**config.mk**
```make
export PLATFORM = sky130hd
export DESIGN_NAME = mul_div_unit
export DESIGN_NICKNAME = d
export VERILOG_FILES = /design/src/rtl/cpu_pkg.sv /design/src/rtl/mdu_core.sv /design/src/rtl/mul_div_unit.sv
export SDC_FILE = /design/constraint.sdc
export NUM_CORES = 1
export LEC_CHECK = 0
export CORE_MARGIN = 5
export CORE_UTILIZATION = 40
export CTS_CLUSTER_DIAMETER = 80
export DETAILED_ROUTE_END_ITERATION = 6
export DONT_BUFFER_PORTS = 1
export RECOVER_POWER = 25
export SLEW_MARGIN = 10
export SYNTH_ARGS = -nofsm -noshare
export SYNTH_HDL_FRONTEND = slang
export SYNTH_SLANG_ARGS = --single-unit
```
**constraint.sdc**
```tcl
create_clock -name clk -period 7.3 [get_ports clk]
set_input_delay 0.73 -clock clk [delete_from_list [all_inputs] [get_ports clk]]
set_output_delay 0.73 -clock clk [all_outputs]
set_load 0.02 [all_outputs]
```
**src/rtl/cpu_pkg.sv**
```systemverilog
// Shared CPU constants: ALU funct/ALUConf encodings, MD-unit funct codes,
// MD-unit FSM states and divide-by-zero result convention.
package cpu_pkg;

    typedef enum logic [5:0] {
        ALU_F_SLL  = 6'h00,
        ALU_F_SRL  = 6'h02,
        ALU_F_SRA  = 6'h03,
        ALU_F_ADD  = 6'h20,
        ALU_F_ADDU = 6'h21,
        ALU_F_SUB  = 6'h22,
        ALU_F_SUBU = 6'h23,
        ALU_F_AND  = 6'h24,
        ALU_F_OR   = 6'h25,
        ALU_F_XOR  = 6'h26,
        ALU_F_NOR  = 6'h27,
        ALU_F_SLT  = 6'h2a,
        ALU_F_SLTU = 6'h2b
    } alu_funct_e;

    typedef enum logic [3:0] {
        ALU_ADD, ALU_SUB, ALU_AND, ALU_OR, ALU_XOR, ALU_NOR,
        ALU_SLT, ALU_SLTU, ALU_SLL, ALU_SRL, ALU_SRA, ALU_LUI
    } alu_conf_e;

    localparam logic [5:0] FUNCT_MTHI  = 6'h11;
    localparam logic [5:0] FUNCT_MTLO  = 6'h13;
    localparam logic [5:0] FUNCT_MULT  = 6'h18;
    localparam logic [5:0] FUNCT_MULTU = 6'h19;
    localparam logic [5:0] FUNCT_DIV   = 6'h1a;
    localparam logic [5:0] FUNCT_DIVU  = 6'h1b;

    typedef enum logic [1:0] {
        MD_IDLE = 2'd0,
        MD_CALC = 2'd1,
        MD_FIN  = 2'd2
    } md_state_e;

    // Divide by zero: every quotient bit reads as this value, remainder = dividend.
    localparam logic DIV0_QUOT_BIT = 1'b1;

    function automatic logic is_md_funct(input logic [5:0] f);
        return (f == FUNCT_MULT) || (f == FUNCT_MULTU) ||
               (f == FUNCT_DIV)  || (f == FUNCT_DIVU);
    endfunction

endpackage

```
**src/rtl/mdu_core.sv**
```systemverilog
// Iterative multiply/divide datapath: radix-2 shift-add multiply and restoring
// divide on unsigned magnitudes sharing one adder, sign correction on the output.
module mdu_core
    import cpu_pkg::*;
#(
    parameter int unsigned WIDTH = 32
) (
    input  logic             clk,
    input  logic             i_load,
    input  logic             i_step,
    input  logic             i_is_div,
    input  logic             i_signed,
    input  logic [WIDTH-1:0] i_op_a,
    input  logic [WIDTH-1:0] i_op_b,
    output logic [WIDTH-1:0] o_hi,
    output logic [WIDTH-1:0] o_lo
);

    logic [WIDTH-1:0]   r_acc;
    logic [WIDTH-1:0]   r_q;
    logic [WIDTH-1:0]   r_b;
    logic [WIDTH-1:0]   r_a_orig;
    logic               r_div;
    logic               r_div0;
    logic               r_neg_q;
    logic               r_neg_r;

    logic               w_a_neg;
    logic               w_b_neg;
    logic [WIDTH-1:0]   w_mag_a;
    logic [WIDTH-1:0]   w_mag_b;
    logic [WIDTH:0]     w_add_a;
    logic [WIDTH:0]     w_add_b;
    logic [WIDTH:0]     w_sum;
    logic               w_cout;
    logic [2*WIDTH-1:0] w_prod;

    always_comb begin
        w_a_neg = i_signed & i_op_a[WIDTH-1];
        w_b_neg = i_signed & i_op_b[WIDTH-1];
        w_mag_a = w_a_neg ? -i_op_a : i_op_a;
        w_mag_b = w_b_neg ? -i_op_b : i_op_b;
    end

    // Multiply adds the multiplicand to the running high half; divide subtracts
    // the divisor from the shifted partial remainder (carry-out = no borrow).
    always_comb begin
        w_add_a = r_div ? {r_acc, r_q[WIDTH-1]} : {1'b0, r_acc};
        w_add_b = r_div ? ~{1'b0, r_b} : {1'b0, r_b};
        {w_cout, w_sum} = {1'b0, w_add_a} + {1'b0, w_add_b} + {{(WIDTH+1){1'b0}}, r_div};
    end

    always_ff @(posedge clk) begin
        if (i_load) begin
            r_div    <= i_is_div;
            r_div0   <= i_is_div && (i_op_b == '0);
            r_a_orig <= i_op_a;
            r_acc    <= '0;
            r_q      <= i_is_div ? w_mag_a : w_mag_b;
            r_b      <= i_is_div ? w_mag_b : w_mag_a;
            r_neg_q  <= w_a_neg ^ w_b_neg;
            r_neg_r  <= i_is_div ? w_a_neg : (w_a_neg ^ w_b_neg);
        end else if (i_step) begin
            if (r_div) begin
                if (w_cout) begin
                    r_acc <= w_sum[WIDTH-1:0];
                    r_q   <= {r_q[WIDTH-2:0], 1'b1};
                end else begin
                    r_acc <= w_add_a[WIDTH-1:0];
                    r_q   <= {r_q[WIDTH-2:0], 1'b0};
                end
            end else if (r_q[0]) begin
                r_acc <= w_sum[WIDTH:1];
                r_q   <= {w_sum[0], r_q[WIDTH-1:1]};
            end else begin
                r_acc <= {1'b0, r_acc[WIDTH-1:1]};
                r_q   <= {r_acc[0], r_q[WIDTH-1:1]};
            end
        end
    end

    always_comb begin
        w_prod = r_neg_q ? -{r_acc, r_q} : {r_acc, r_q};
        if (!r_div) begin
            o_hi = w_prod[2*WIDTH-1:WIDTH];
            o_lo = w_prod[WIDTH-1:0];
        end else if (r_div0) begin
            o_hi = r_a_orig;
            o_lo = {WIDTH{DIV0_QUOT_BIT}};
        end else begin
            o_hi = r_neg_r ? -r_acc : r_acc;
            o_lo = r_neg_q ? -r_q : r_q;
        end
    end

endmodule

```
**src/rtl/mul_div_unit.sv**
```systemverilog
// MIPS HI/LO multiply-divide unit: control FSM, HI/LO registers and mthi/mtlo,
// driving the iterative mdu_core datapath.
module mul_div_unit
    import cpu_pkg::*;
#(
    parameter int unsigned WIDTH = 32
) (
    input  logic             clk,
    input  logic             reset,
    input  logic             start,
    input  logic [5:0]       funct,
    input  logic [WIDTH-1:0] op_a,
    input  logic [WIDTH-1:0] op_b,
    input  logic             abort,
    output logic             busy,
    output logic             done,
    output logic [WIDTH-1:0] hi,
    output logic [WIDTH-1:0] lo
);

    localparam int unsigned    CW        = $clog2(WIDTH) + 1;
    localparam logic [CW-1:0] LAST_STEP = CW'(WIDTH - 1);

    md_state_e        r_state;
    md_state_e        w_next;
    logic [CW-1:0]    r_cnt;
    logic             r_done;
    logic [WIDTH-1:0] r_hi;
    logic [WIDTH-1:0] r_lo;
    logic [WIDTH-1:0] w_core_hi;
    logic [WIDTH-1:0] w_core_lo;
    logic             w_req;
    logic             w_is_div;
    logic             w_is_signed;
    logic             w_accept_md;
    logic             w_mthi;
    logic             w_mtlo;
    logic             w_step;
    logic             w_commit;

    // Abort outranks start, so a flushed request is never accepted.
    always_comb begin
        w_req       = start && !abort && (r_state == MD_IDLE);
        w_is_div    = (funct == FUNCT_DIV) || (funct == FUNCT_DIVU);
        w_is_signed = (funct == FUNCT_MULT) || (funct == FUNCT_DIV);
    end

    always_ff @(posedge clk) begin
        if (reset) r_state <= MD_IDLE;
        else       r_state <= w_next;
    end

    always_comb begin
        w_next = r_state;
        unique case (r_state)
            MD_IDLE: if (w_req && is_md_funct(funct)) w_next = MD_CALC;
            MD_CALC: begin
                if (abort)                   w_next = MD_IDLE;
                else if (r_cnt == LAST_STEP) w_next = MD_FIN;
            end
            MD_FIN:  w_next = MD_IDLE;
            default: w_next = MD_IDLE;
        endcase
    end

    always_comb begin
        busy        = (r_state != MD_IDLE);
        w_accept_md = w_req && is_md_funct(funct);
        w_mthi      = w_req && (funct == FUNCT_MTHI);
        w_mtlo      = w_req && (funct == FUNCT_MTLO);
        w_step      = (r_state == MD_CALC);
        w_commit    = (r_state == MD_FIN) && !abort;
    end

    always_ff @(posedge clk) begin
        if (reset) begin
            r_cnt  <= '0;
            r_done <= 1'b0;
            r_hi   <= '0;
            r_lo   <= '0;
        end else begin
            r_done <= w_commit;
            r_cnt  <= (w_step && !abort) ? r_cnt + CW'(1) : '0;
            if (w_commit) begin
                r_hi <= w_core_hi;
                r_lo <= w_core_lo;
            end else begin
                if (w_mthi) r_hi <= op_a;
                if (w_mtlo) r_lo <= op_a;
            end
        end
    end

    assign done = r_done;
    assign hi   = r_hi;
    assign lo   = r_lo;

    mdu_core #(.WIDTH(WIDTH)) u_core (
        .clk      (clk),
        .i_load   (w_accept_md),
        .i_step   (w_step),
        .i_is_div (w_is_div),
        .i_signed (w_is_signed),
        .i_op_a   (op_a),
        .i_op_b   (op_b),
        .o_hi     (w_core_hi),
        .o_lo     (w_core_lo)
    );

endmodule

```
==> run summary, run 1 <==
crit path time final - 4860 ps
net load switching power - 1310 uW
vias per std cell - 6.47
Post-CTS Resized - 0
final design utilization - 43.2%
TNS Setup - 0 ps
leakage - 0.00618 uW
clk_skew - 29.6 ps
Critical Path Source - u_core.r_div$_DFFE_PP_
Fin Hold WS - 271 ps
simple-gate share of the synthesized area - 17.4%
metal2 WL - 28600 um
clock tree root buffer cell - clkbuf_16
Die Y - 210 um
worst slew pin tran - 1160 ps
initial antenna violation count - 3
commonest cells after routing, fill and taps aside - nand2_1 (179), a21oi_1 (171), o21ai_0 (150)
R2R Setup Slk - 2440 ps
Final nets - 1928
clock transition at the registers of the reported paths - 60 ps
Sw Ratio - 34.8%
register area share after synthesis - 32.1%
Post-CTS Setup Bufs - 0
Syn Std Cell Area - 15900 um2
critical path class - reg -> reg
final slew viol count - 0
first-pass GRT wire length - 89200 um
Worst Path Arrival - 5320 ps
Internal - 2440 uW
Final WS setup - 2440 ps
WL met3 - 5080 um
Port Buf Inserts - 0
top sig layer - met4
Setup crit start kind - flop
antenna cells - 0
# H-tree levels - 1
Initial Util - 40.3%
Starting DRT DRC Count - 1890
Fmax achieved - 206 MHz
outcome - completed
Unique masters post-synth - 77
share of layout cells above drive strength 1 - 6.54%
Hold Crit Class - in -> reg
Slew HR - 22.2%
GPL Wtd Cong - 0.952
Worst Hold End - hi[22]$_SDFFE_PP0P_
path depth of the worst reg2reg path - 12
P&R area growth vs syn - 7.38%
I/O pin cnt - 140
Synth Area in Compound Gates - 24.0%
syn nets - 2026
async set or reset register ratio after synthesis - 0%
largest family of logic cells by synthesized area - compound AO/OA/AOI/OAI gates
Post-Syn Instances - 1915
Crit. End Element - flop
Total GRT Usage - 26.0%
r2r startpoint - u_core.r_div$_DFFE_PP_
Syn Area/Cell - 8.32 um2
antenna viol nets, final - 0
critical path data required time - 7750 ps
Worst R2R End - u_core.r_acc[30]$_SDFFE_PP0P_
Post-CTS Hold Fix Bufs - 0
number of global-route vias before repair - 14100
synth warn - 0
sequential share of power - 37.8%
Die Wd - 210 um
core area - 39500 um2
routed vias - 15300
Skew-Pair Late Insertion Delay - 550 ps
Synth Register Bits - 205
GRT Residual Overflow - 0
RSZ-0062 raised after global routing - false
PD cells - 219 nW/um2
most common cell after layout, fill and taps aside - nand2_1
total of fill cells in the finished design - 3982
Num Clock Sinks - 205
Post-synth EDFFs - 100
top_reg_cell synth - dfxtp_1
Pre-antenna DRT Iters - 7
Max Cap Viol - 0
Min-Delay Path Depth - 1
Longest Clk Path Bufs - 3
worst vdd ir - 147 uV
Fin. Hold Viols - 0
worst slack at placement - 2700 ps
post-synthesis xor/xnor area fraction - 9.18%
TritonCTS Buffers - 24
routed len/inst - 25.7 um
row count - 73
min-delay src - reset
Setup-failing EPs final - 0
CTS tree - done
Worst Path Max Fanout - 28
largest net degree at the start of global routing - 155
DRT Wirelength - 60600 um
final routed DRC violation total - 0
Routed met1 length - 24600 um
mux contribution to synthesized area - 10.0%
clock group share of total power - 35.3%
die area - 43900 um2
Tcrit/Tclk final - 66.6%
Logic pwr share - 26.8%
Post-Synth Adder-Cell Area - 2.95%
DP HPWL - 45400 um
critical path, stage by stage, from the launching register on:
cell and delay [ps]:
edfxtp_1 410, clkinv_1 710, buf_4 500, a21o_1 200, ha_1 340, a21oi_1 290, o21a_1 170, nor3_1 60
nor3_1 340, a21boi_0 310, nor3_1 990, a221oi_1 230, a31oi_1 200
logic make-up (layout without fill, tap and decap cells):
family / Yosys count / count (layout)
AO/OA/AOI/OAI: 597 / 597
AND/OR/NAND/NOR: 568 / 568
flip-flops: 205 / 205
buffers and inverters: 185 / 105
XOR/XNOR: 167 / 167
multiplexers: 156 / 156
adder cells (fa/ha/maj): 37 / 37
metal layers:
| layer | vias to the layer above | global-route usage (%) |
|---|---|---|
| li1 | 6948 | - |
| met2 | 737 | 43.2 |
| met3 | 105 | 4.29 |
| met1 | 7468 | 34.6 |
| met4 | 0 | 8.26 |
| met5 | - | 0 |
area by class of cell:
class,instances,area (um2),area share [%]
clock buffers,35,724,4.24
multi-input cells,1525,10200,59.4
inverters,43,163,0.951
well taps,525,657,3.84
clock inverters,9,145,0.849
repair buffers,18,156,0.914
flip-flops and latches,205,5100,29.8
sequential cells by signal, summed over array words and instances (netlist names):
signal	count
done	1
hi	32
lo	32
r_cnt	6
r_state	2
u_core.r_a_orig	32
u_core.r_acc	32
u_core.r_b	32
u_core.r_div	1
u_core.r_div0	1
u_core.r_neg_q	1
u_core.r_neg_r	1
u_core.r_q	32
worst max path at each step:
stage / end
floorplan: u_core.r_acc[3]$_SDFFE_PP0P_
global placement: u_core.r_acc[30]$_SDFFE_PP0P_
detailed placement: u_core.r_acc[30]$_SDFFE_PP0P_
CTS: u_core.r_acc[30]$_SDFFE_PP0P_
global route: u_core.r_acc[28]$_SDFFE_PP0P_
finish: u_core.r_acc[30]$_SDFFE_PP0P_
power groups by stage:
stage                     Sequential [uW]  Clock, uW  Combinational, uW
after CTS                            1410       1340                989
after floorplan                      1320          0                806
final                                1420       1330               1010
after global placement               1430          0                976
after detailed placement             1430          0                984
after global routing                 1420       1390               1090
synth_stat cells (12+ instances only):
library cell / count / area (um2)
or3_1: 28 / 175
o31ai_1: 21 / 158
xnor2_1: 79 / 692
o21ai_0: 150 / 751
inv_1: 39 / 146
a211oi_1: 27 / 203
nand2_1: 181 / 679
nand4_1: 17 / 106
mux2i_1: 128 / 1280
clkbuf_1: 121 / 454
nor2b_1: 12 / 75.1
nand2b_1: 14 / 87.6
nor3_1: 41 / 205
nand3_1: 47 / 235
nor4_1: 16 / 100
a21oi_1: 171 / 856
mux2_2: 28 / 315
buf_1: 17 / 63.8
nor2_1: 128 / 480
o211ai_1: 14 / 105
and2_1: 14 / 87.6
a221oi_1: 46 / 403
o41ai_1: 12 / 105
dfxtp_1: 105 / 2100
or4_1: 15 / 113
ha_1: 36 / 450
a31oi_1: 41 / 257
a21o_1: 28 / 210
xor2_1: 88 / 771
edfxtp_1: 100 / 3000
stage by stage:
step	cells	area, um2	total power, uW
2_1_floorplan	1915	15900	2120
3_3_place_gp	2316	16200	2410
3_5_place_dp	2316	16200	2420
4_1_cts	2360	17100	3730
5_1_grt	2360	17100	3900
6_report	2360	17100	3750
Power figures use the tool's default switching activity.
==> run 2: changes to the inputs <==
- clock period: 7.3 -> 5.06 ns (I/O delays scaled with it)
==> run 2 against run 1 <==
  * The flow now finishes with violations (capacitance limit, slew limit)
  * Cell area increased by 0.37%
  * Register-to-register slack got worse by 1600 ps
  * Combinational power increased by 46%
  * Worst setup slack got worse by 1600 ps
  * Hold slack got worse by 250 ps
  * Clock power increased by 36%
  * Critical path type unchanged
  * Critical endpoint is now u_core.r_acc[24]$_SDFFE_PP0P_
  * Largest power group unchanged
==> run summary, run 2 (same netlist as run 1, synthesis figures left out) <==
outcome - complete, but fails checks (was completed)
failing checks - capacitance limit, slew limit
Starting DRT DRC Count - 1741 (was 1890)
Total GRT Usage - 26.6% (was 26.0%)
most common cell after layout, fill and taps aside - nand2_1 (unchanged)
GRT Residual Overflow - 0 (unchanged)
largest net degree at the start of global routing - 68 (was 155)
routed vias - 15200 (was 15300)
Post-CTS Hold Fix Bufs - 1 (was 0)
commonest cells after routing, fill and taps aside - nand2_1 (179), a21oi_1 (171), o21ai_0 (150) (unchanged)
die area - 43900 um2 (unchanged)
antenna viol nets, final - 0 (unchanged)
number of global-route vias before repair - 14400 (was 14100)
Post-CTS Setup Bufs - 0 (unchanged)
DRT Wirelength - 61200 um (was 60600 um)
total buffers and inverters traversed by the critical path - 3 (was 2)
Post-CTS Resized - 0 (unchanged)
CTS tree - done (unchanged)
Worst Path Max Fanout - 30 (was 28)
Top delay family on crit path - compound AO/OA/AOI/OAI gates (unchanged)
core area - 39500 um2 (unchanged)
TNS Setup - 0 ps (unchanged)
PD cells - 310 nW/um2 (was 219 nW/um2)
Fin. Hold Viols - 0 (unchanged)
Die Y - 210 um (unchanged)
final slew viol count - 42 (was 0)
Final nets - 1946 (was 1928)
first-pass GRT wire length - 90700 um (was 89200 um)
Pre-antenna DRT Iters - 5 (was 7)
Num Clock Sinks - 205 (unchanged)
min-delay src - reset (unchanged)
Initial Util - 40.3% (unchanged)
Max Cap Viol - 1 (was 0)
I/O pin cnt - 140 (unchanged)
total power after layout - 5330 uW (was 3750 uW)
Hold Crit Class - in -> reg (unchanged)
clock tree root buffer cell - clkbuf_16 (unchanged)
Setup-failing EPs final - 0 (unchanged)
crit path time final - 4260 ps (was 4860 ps)
vias per std cell - 6.39 (was 6.47)
RSZ-0062 raised after global routing - false (unchanged)
worst slew pin tran - 1690 ps (was 1160 ps)
CP max-delay cell - a31o_2 (was nor3_1)
routed len/inst - 25.7 um (about the same)
antenna cells - 0 (unchanged)
CP Cell Sequence - clkinv_1 > buf_4 > a21o_1 > ha_1 > nand3_1 > or4_1 > a31oi_1 > o21bai_1 > nand2_1 > a31o_2 > buf_4 > a31oi_1 > a31oi_1 (was clkinv_1 > buf_4 > a21o_1 > ha_1 > a21oi_1 > o21a_1 > nor3_1 > nor3_1 > a21boi_0 > nor3_1 > a221oi_1 > a31oi_1)
critical path data required time - 5550 ps (was 7750 ps)
Longest Clk Path Bufs - 3 (unchanged)
Fmax achieved - 235 MHz (was 206 MHz)
Die Wd - 210 um (unchanged)
clock transition at the registers of the reported paths - 60 ps (about the same)
Skew-Pair Late Insertion Delay - 570 ps (was 550 ps)
Port Buf Inserts - 0 (unchanged)
P&R area growth vs syn - 7.78% (was 7.38%)
row count - 73 (unchanged)
final routed DRC violation total - 0 (unchanged)
worst vdd ir - 231 uV (was 147 uV)
Tcrit/Tclk final - 84.1% (was 66.6%)
DP HPWL - 46600 um (was 45400 um)
clk_skew - 17.4 ps (was 29.6 ps)
Worst Path Arrival - 4740 ps (was 5320 ps)
final design utilization - 43.4% (was 43.2%)
Fin Hold WS - 16.7 ps (was 271 ps)
r2r startpoint - u_core.r_div$_DFFE_PP_ (unchanged)
critical path class - reg -> reg (unchanged)
leakage - 0.00625 uW (was 0.00618 uW)
initial antenna violation count - 0 (was 3)
TritonCTS Buffers - 25 (was 24)
# H-tree levels - 1 (unchanged)
Slew HR - -13.0% (was 22.2%)
Critical Path Max Stage Delay - 670 ps (was 990 ps)
Crit. End Element - flop (unchanged)
share of layout cells above drive strength 1 - 7.44% (was 6.54%)
Setup crit start kind - flop (unchanged)
Most common cell on crit path - a31oi_1 (was nor3_1)
Critical Path Source - u_core.r_div$_DFFE_PP_ (unchanged)
GPL Wtd Cong - 0.984 (was 0.952)
## run 2: cell count changes in the layout (fill, tap and decap cells not counted), moves of 2 or more
cell | previous run | this run
buf_4 | 15 | 30
clkbuf_8 | 4 | 2
clkinv_2 | 2 | 7
clkinv_4 | 3 | 1
bufinv_16 | 3 | 1
inv_6 | 0 | 2
## run 2: layout make-up
cell class / count / area [um2]
Tap cell: 525 / 657
Inverter: 43 / 163
Sequential cell: 205 / 5100
Timing Repair Buffer: 35 / 283
Clock buffer: 30 / 664
Multi-Input combinational cell: 1525 / 10200
Fill cell: 3949 / 22400
Clock inverter: 16 / 143
## run 2: path summary, 6_finish.rpt
check	slack [ps]	end	depth (start not counted)
max	800	u_core.r_acc[24]$_SDFFE_PP0P_	13
min	20	hi[29]$_SDFFE_PP0P_	1
max reg2reg	800	u_core.r_acc[24]$_SDFFE_PP0P_	13
min reg2reg	460	r_cnt[0]$_SDFF_PP0_	1
## run 2: power breakdown
| group | leakage [uW] | switching [uW] | total [uW] | internal, uW |
|---|---|---|---|---|
| logic | 0.00408 | 914 | 1470 | 561 |
| clock network | 0.000399 | 806 | 1810 | 1010 |
| registers | 0.00177 | 222 | 2040 | 1820 |
## run 2: worst reg2reg max path: stages (launching register included)
cell and delay [ps]:
edfxtp_1 590, clkinv_1 300, buf_4 330, a21o_1 250, ha_1 300, nand3_1 70, or4_1 470, a31oi_1 290
o21bai_1 190, nand2_1 140, a31o_2 670, buf_4 290, a31oi_1 80, a31oi_1 220
## run 2: through the flow
step                      cells  worst slack (ps)  cell area (um2)
after detailed placement   2332               861            16400
after floorplan            1915               429            15900
after global placement     2332               976            16400
final                      2379               803            17200
after global routing       2379               516            17200
after CTS                  2379               857            17200
## run 2: routing by layer
metal | global-route usage [%] | wire [um] | vias to the layer above
met5 | 0 | 0 | -
met3 | 4.36 | 4650 | 122
met1 | 34.8 | 25000 | 7430
met2 | 44.6 | 29200 | 654
li1 | - | - | 6984
met4 | 9.23 | 2450 | 0
==> run 3: changes to the inputs <==
- clock period: 5.06 -> 4.4 ns (I/O delays scaled with it)
==> run 3 against run 2 <==
  * Die area unchanged
  * Clock-buffer cell count up 3
  * Combinational power up 21%
  * Final cell count up 1.6%
  * Critical path depth up 1
  * Sequential power up 15%
  * Maximum frequency up 7.7%
  * The run now ends clean
==> run summary, run 3 (same netlist as run 1, synthesis figures left out) <==
GPL Wtd Cong - 1.00 (was 0.984)
Final nets - 1984 (was 1946)
share of layout cells above drive strength 1 - 7.46% (was 7.44%)
Num Clock Sinks - 205 (unchanged)
CTS tree - done (unchanged)
Initial Util - 40.3% (unchanged)
clock tree root buffer cell - clkbuf_16 (unchanged)
Starting DRT DRC Count - 1958 (was 1741)
Pre-antenna DRT Iters - 5 (unchanged)
initial antenna violation count - 7 (was 0)
Setup crit start kind - flop (unchanged)
Min-Delay Path Depth - 2 (was 1)
Slew HR - 11.1% (was -13.0%)
clock transition at the registers of the reported paths - 60 ps (about the same)
Max Cap Viol - 0 (was 1)
# H-tree levels - 1 (unchanged)
DRT Wirelength - 63700 um (was 61200 um)
outcome - completed (was complete, but fails checks)
routed vias - 15500 (was 15200)
GRT Residual Overflow - 0 (unchanged)
Final WS setup - 446 ps (was 803 ps)
FF/Latch Area - 5100 um2 (unchanged)
routed len/inst - 26.4 um (was 25.7 um)
core area - 39500 um2 (unchanged)
path depth of the worst reg2reg path - 14 (was 13)
row count - 73 (unchanged)
worst vdd ir - 205 uV (was 231 uV)
P&R area growth vs syn - 10.1% (was 7.78%)
critical path class - reg -> reg (unchanged)
Port Buf Inserts - 0 (unchanged)
antenna cells - 0 (unchanged)
worst slack at placement - 581 ps (was 861 ps)
most common cell after layout, fill and taps aside - nand2_1 (unchanged)
Post-CTS Setup Bufs - 0 (unchanged)
number of global-route vias before repair - 14800 (was 14400)
TritonCTS Buffers - 24 (was 25)
Post-CTS Resized - 0 (unchanged)
Die Wd - 210 um (unchanged)
Tcrit/Tclk final - 89.9% (was 84.1%)
final slew viol count - 0 (was 42)
Die Y - 210 um (unchanged)
Worst Path Arrival - 4350 ps (was 4740 ps)
Fin. Hold Viols - 0 (unchanged)
final routed DRC violation total - 0 (unchanged)
critical path data required time - 4800 ps (was 5550 ps)
commonest cells after routing, fill and taps aside - nand2_1 (179), a21oi_1 (171), o21ai_0 (150) (unchanged)
TNS Setup - 0 ps (unchanged)
Hold Crit Class - in -> reg (unchanged)
worst slew pin tran - 1330 ps (was 1690 ps)
PD cells - 346 nW/um2 (was 310 nW/um2)
Total GRT Usage - 27.5% (was 26.6%)
Post-CTS Hold Fix Bufs - 33 (was 1)
crit path time final - 3950 ps (was 4260 ps)
die area - 43900 um2 (unchanged)
clk_skew - 30.3 ps (was 17.4 ps)
Worst Path Max Fanout - 52 (was 30)
Multi-input gate area - 10200 um2 (unchanged)
vias per std cell - 6.41 (was 6.39)
RSZ-0062 raised after global routing - false (unchanged)
largest net degree at the start of global routing - 62 (was 68)
I/O pin cnt - 140 (unchanged)
Setup-failing EPs final - 0 (unchanged)
first-pass GRT wire length - 93900 um (was 90700 um)
Skew-Pair Late Insertion Delay - 550 ps (was 570 ps)
leakage - 0.00641 uW (was 0.00625 uW)
antenna viol nets, final - 0 (unchanged)
total of fill cells in the finished design - 3893 (was 3949)
Fmax achieved - 253 MHz (was 235 MHz)
Longest Clk Path Bufs - 3 (unchanged)
Crit. End Element - flop (unchanged)
DP HPWL - 47300 um (was 46600 um)
total power after layout - 6070 uW (was 5330 uW)
-- run 3: cell count changes in the layout (fill, tap and decap cells not counted), moves of 2 or more --
cell,before,now
buf_12,2,4
buf_4,30,36
clkinv_1,4,6
clkinv_2,7,5
clkinvlp_4,2,0
dlygate4sd3_1,1,32
inv_6,2,0
-- run 3: report_power, final --
| group | internal, uW | switching [uW] | total (uW) |
|---|---|---|---|
| registers | 2090 | 246 | 2340 |
| clock network | 1100 | 854 | 1950 |
| logic | 673 | 1100 | 1780 |
| total | 3860 | 2200 | 6070 |
-- run 3: cell type report --
type / count / share of cell area [%]
Timing Repair Buffer: 74 / 4.00
Sequential cell: 205 / 29.1
Inverter: 43 / 0.928
Clock inverter: 11 / 0.392
Multi-Input combinational cell: 1525 / 57.9
Tap cell: 525 / 3.75
Clock buffer: 33 / 3.92
-- run 3: critical path, stage by stage (launching register included) --
cell and delay (ps):
edfxtp_1 490, buf_12 240, nand2_1 120, o21ai_0 200, ha_1 490, nand3_1 160, or4_1 550, a31oi_1 290
o21bai_1 200, a21boi_0 230, buf_4 160, nor3_1 50, buf_4 170, a221oi_1 300, a31oi_1 120
-- run 3: routing by layer --
layer / vias to the layer above / global-route usage, % / share of wire, %
li1: 7053 / - / -
met1: 7539 / 36.8 / 40
met2: 762 / 45.4 / 47
met3: 131 / 4.38 / 8.8
met4: 0 / 9.63 / 4.1
met5: - / 0 / 0
-- run 3: worst paths after layout --
check | from | end | slack [ps]
hold / removal | reset | hi[18]$_SDFFE_PP0P_ | 60
hold reg to reg | r_cnt[0]$_SDFF_PP0_ | r_cnt[0]$_SDFF_PP0_ | 470
setup / recovery | u_core.r_div$_DFFE_PP_ | u_core.r_acc[28]$_SDFFE_PP0P_ | 450
setup reg to reg | u_core.r_div$_DFFE_PP_ | u_core.r_acc[28]$_SDFFE_PP0P_ | 450
-- run 3: stage by stage --
stage	hold WS, ps	instance area (um2)	util [%]	cells
floorplan	430	15900	-	1915
global placement	445	16400	41.6	2339
detailed placement	462	16400	41.6	2339
CTS	52.7	17500	44.4	2416
global route	77.3	17500	44.3	2416
finish	64.9	17500	44.3	2416
==> RTL edit 1 (config.mk and constraints of run 3) <==
Compare `r_cnt` against `LAST_STEP` with >= in place of ==.
--- a/src/rtl/mul_div_unit.sv
+++ b/src/rtl/mul_div_unit.sv
@@ -56,7 +56,7 @@
             MD_IDLE: if (w_req && is_md_funct(funct)) w_next = MD_CALC;
             MD_CALC: begin
                 if (abort)                   w_next = MD_IDLE;
-                else if (r_cnt == LAST_STEP) w_next = MD_FIN;
+                else if (r_cnt >= LAST_STEP) w_next = MD_FIN;
             end
             MD_FIN:  w_next = MD_IDLE;
             default: w_next = MD_IDLE;
Function: same outputs for any inputs over 4 cycles, from zero or initial values and one cycle with reset high; that may be too few to reach the edited logic, so the function may still have changed.
==> RTL edit 1 against run 3 <==
  * Combinational power rose by 3%
  * Sequential cell count unchanged
  * Worst setup slack got worse by 0.11 ns
  * Largest cell class unchanged
  * Cell area decreased by 1.2%
  * Sequential power down 4%
  * Hold slack got worse by 0.018 ns
  * Routed wire length down 6.5%
  * Via count decreased by 5.8%
  * Total power grew 3.0%
  * Synthesized area decreased by 2.3%
  * Global-route usage shrank 1.6 points
  * Count of clock-buffer cells in the layout grew 1
  * Clock power grew 12%
==> RTL edit 1: results (changes against run 3) <==
** Status
- The flow ran to the end, and the final reports show no timing, DRC or antenna violations.

** Final layout
- The number of diodes came to 2 (+2).
- Fraction of final layout cells sized beyond drive strength 1 :: 0.0901 (+0.0155)
- Proportion of final cell area spent on non-clock buffers :: 0.0454 (+0.00539)
- Layout Utilization :: 0.449 (+0.00599)
- Number of clock buffer instances in the layout :: 34 (+3.0%)
- The number of inverters outside the clock class in the layout came to 36 (-16%).
- The multi-input logic cell count came to 1435 (-5.9%).

** Floorplan
- The number of placement rows is 72 (-1.4%).

** Power and ir drop
- Total internal power :: 4110 µW (+6.4%)
- Sequential group share of total power :: 0.359 (-0.026)
- The leakage power is 0.00637 µW (-0.61%).
- Clock Power :: 2180 µW (+12%)

** CTS
- The number of hold buffers added after cts came to 34 (+3.0%).
- The TritonCTS buffer count was 25 (+4.2%).

** Yosys
- The post-synthesis sequential area ratio was 0.328 (+0.00760).
- The mean post-synth cell area came to 8.57 µm² (+3.0%).
- Number of nets in the synthesized netlist :: 1927 (-4.9%)

** Worst setup path
- The top fanout value on the critical path is 35 (-33%).
- In this run the critical register-to-register path is captured at u_core.r_acc[24].
- Number of cells on the worst reg-to-reg path :: 13 (-1)

** Global routing
- M1 GR Usage :: 0.350 (-0.0177)
- The first-pass GRT wire length came to 87500 µm (-6.9%).
- Number of global-route vias before repair :: 13558 (-8.5%)
- Met3 Track Usage GR :: 0.0570 (+0.0132)
- The global-route usage over all layers was 0.260 (-0.0156).
- Number of antenna violations at the first check in global routing :: 2 (-5)
- The maximum number of pins on one net before global-route repair is 68 (+9.7%).

** STA
- The actual transition at the worst max-transition pin was 1.12 ns (-0.219 ns).
- The clock skew was 0.0169 ns (-0.0134 ns).
- Fmax :: 246 MHz (-2.6%)

** Routing
- The final wirelength was 59600 µm (-6.5%).
- Overall via count from detail_route :: 14585 (-5.8%)
- First drt pass iteration count :: 7 (+2)
- The routed wire length on met3 was 5520 µm (-1.3%).
- Detailed-routed wire length on met2 :: 26600 µm (-11%)

** Place
- The last weighted congestion value of the routability-driven placer came to 0.982 (-2.0%).
- The worst-case setup slack after placement came to 0.281 ns (-0.300 ns).
[RTL edit 1: cell types whose count changed in the layout (fill, tap and decap cells not counted), moves of 8 or more]
cell / change
sky130_fd_sc_hd__xor2_1: +28
sky130_fd_sc_hd__a31oi_1: -27
sky130_fd_sc_hd__nor2_1: -18
sky130_fd_sc_hd__a21o_1: -16
sky130_fd_sc_hd__nand3_1: -16
sky130_fd_sc_hd__or3_1: -16
sky130_fd_sc_hd__xnor2_1: -16
sky130_fd_sc_hd__buf_4: +15
sky130_fd_sc_hd__nand4_1: -12
sky130_fd_sc_hd__a21oi_1: -11
sky130_fd_sc_hd__and3_1: +9
sky130_fd_sc_hd__o21ai_0: +8
[RTL edit 1: cells by family after synthesis]
logic type,after synthesis,share of synthesized area
multiplexers,164,0.108
AO/OA/AOI/OAI,571,0.235
adder cells (fa/ha/maj),37,0.0302
flip-flops,205,0.328
XOR/XNOR,179,0.101
buffers and inverters,176,0.0446
AND/OR/NAND/NOR,484,0.153
==> RTL edit 2 (settings of run 3) <==
Without the edit above. `WIDTH` is set to 32 in 2 places; all go to 16.
--- a/src/rtl/mdu_core.sv
+++ b/src/rtl/mdu_core.sv
@@ -3,7 +3,7 @@
 module mdu_core
     import cpu_pkg::*;
 #(
-    parameter int unsigned WIDTH = 32
+    parameter int unsigned WIDTH = 16
 ) (
     input  logic             clk,
     input  logic             i_load,
--- a/src/rtl/mul_div_unit.sv
+++ b/src/rtl/mul_div_unit.sv
@@ -3,7 +3,7 @@
 module mul_div_unit
     import cpu_pkg::*;
 #(
-    parameter int unsigned WIDTH = 32
+    parameter int unsigned WIDTH = 16
 ) (
     input  logic             clk,
     input  logic             reset,
Ports: changed (resized hi, lo, op_a and op_b); port bits go from 140 to 76. No check against the original RTL was run, so the function may have changed too.
==> RTL edit 2 against run 3 <==
  * Worst setup slack better by 0.17 ns
  * Via count is 56% lower
  * Hold slack better by 0.090 ns
  * Non-clock buffer count is 58 lower
  * Total power is 55% lower
  * Sequential cell count is 97 lower
  * Cell area is 52% lower
  * Routed wire length is 62% lower
  * Synthesized area is 50% lower
  * Highest routed layer unchanged
==> RTL edit 2: results (changes against run 3) <==
** Final layout
- Number of fill cells :: 1988 (-49%)
- The number of inverters outside the clock class in the layout came to 24 (-44%).
- Area growth from synthesis to layout :: 4.64%
- The final sequential cell count is 108 (-47%).
- Number of buffers outside the clock class in the layout :: 16 (-78%)

** Power and ir drop
- The overall power of the completed layout is 2730 µW (-55%).
- The combinational share of power was 0.271 (-0.022).
- Leakage dissipation :: 0.00309 µW (-52%)
- Clock network power share :: 0.279 (-0.043)
- IR Drop Worst-Case VDD :: 190 µV (-7.2%)

** Routing
- Vias/cell :: 6.04 (-5.8%)
- DR WL/cell :: 21.6 µm (-18%)
- Overall via count from detail_route :: 6792 (-56%)

** Yosys
- Sequential share of the synthesized area :: 0.336 (+0.0153)
- The synthesized instance count was 894 (-53%).
- Ranked by instance count, the synthesized netlist is headed by sky130_fd_sc_hd__nand2_1, sky130_fd_sc_hd__o21ai_0, sky130_fd_sc_hd__mux2i_1, sky130_fd_sc_hd__a21oi_1, sky130_fd_sc_hd__nor2_1.

** Global routing
- The met2 track utilization from global routing is 0.335 (-0.119).
- The number of global-route vias before repair was 6436 (-57%).
- The global-route usage over all layers came to 0.208 (-0.0670).
- The number of antenna violations at the first check in global routing came to 0 (-7).
- Met3 Track Usage GR :: 0.0467 (+0.00288)
- M1 GR Usage :: 0.284 (-0.0840)

** CTS
- Number of buffers on the longest clock path :: 2 (-1)

** Place
- The worst-case setup slack after placement came to 0.672 ns (+0.0908 ns).
- The placement-stage cell area was 8100 µm² (-51%).
- Placed wire-length estimate after detailed placement :: 18400 µm (-61%)

** Status
- Outcome :: finished clean

** STA
- The actual transition at the worst max-transition pin came to 0.987 ns (-0.348 ns).

** Worst setup path
- The worst stage delay on the critical path came to 0.80 ns (+0.25 ns).
[RTL edit 2: cell types whose count changed after synthesis, moves of 56 or more]
cell | run 3 | this run
sky130_fd_sc_hd__o21ai_0 | 150 | 74
sky130_fd_sc_hd__mux2i_1 | 128 | 72
sky130_fd_sc_hd__nor2_1 | 128 | 61
sky130_fd_sc_hd__nand2_1 | 181 | 74
sky130_fd_sc_hd__a21oi_1 | 171 | 66
sky130_fd_sc_hd__clkbuf_1 | 121 | 41
[RTL edit 2: path summary, 6_finish.rpt]
| path | endpoint | cells past startpoint | startpoint | slack, ns |
|---|---|---|---|---|
| worst min-delay path | hi[12] | 1 | reset | 0.16 |
| worst max register to register | u_core.r_acc[8] | 11 | u_core.r_div | 0.62 |
| worst max-delay path | u_core.r_acc[8] | 11 | u_core.r_div | 0.62 |
| worst min register to register | r_cnt[0] | 1 | r_cnt[0] | 0.46 |
[RTL edit 2: metal layers]
metal,routed length (µm),vias up
li1,-,3246
met1,10700,3300
met2,11400,220
met3,1680,26
met4,438,0
met5,0,-
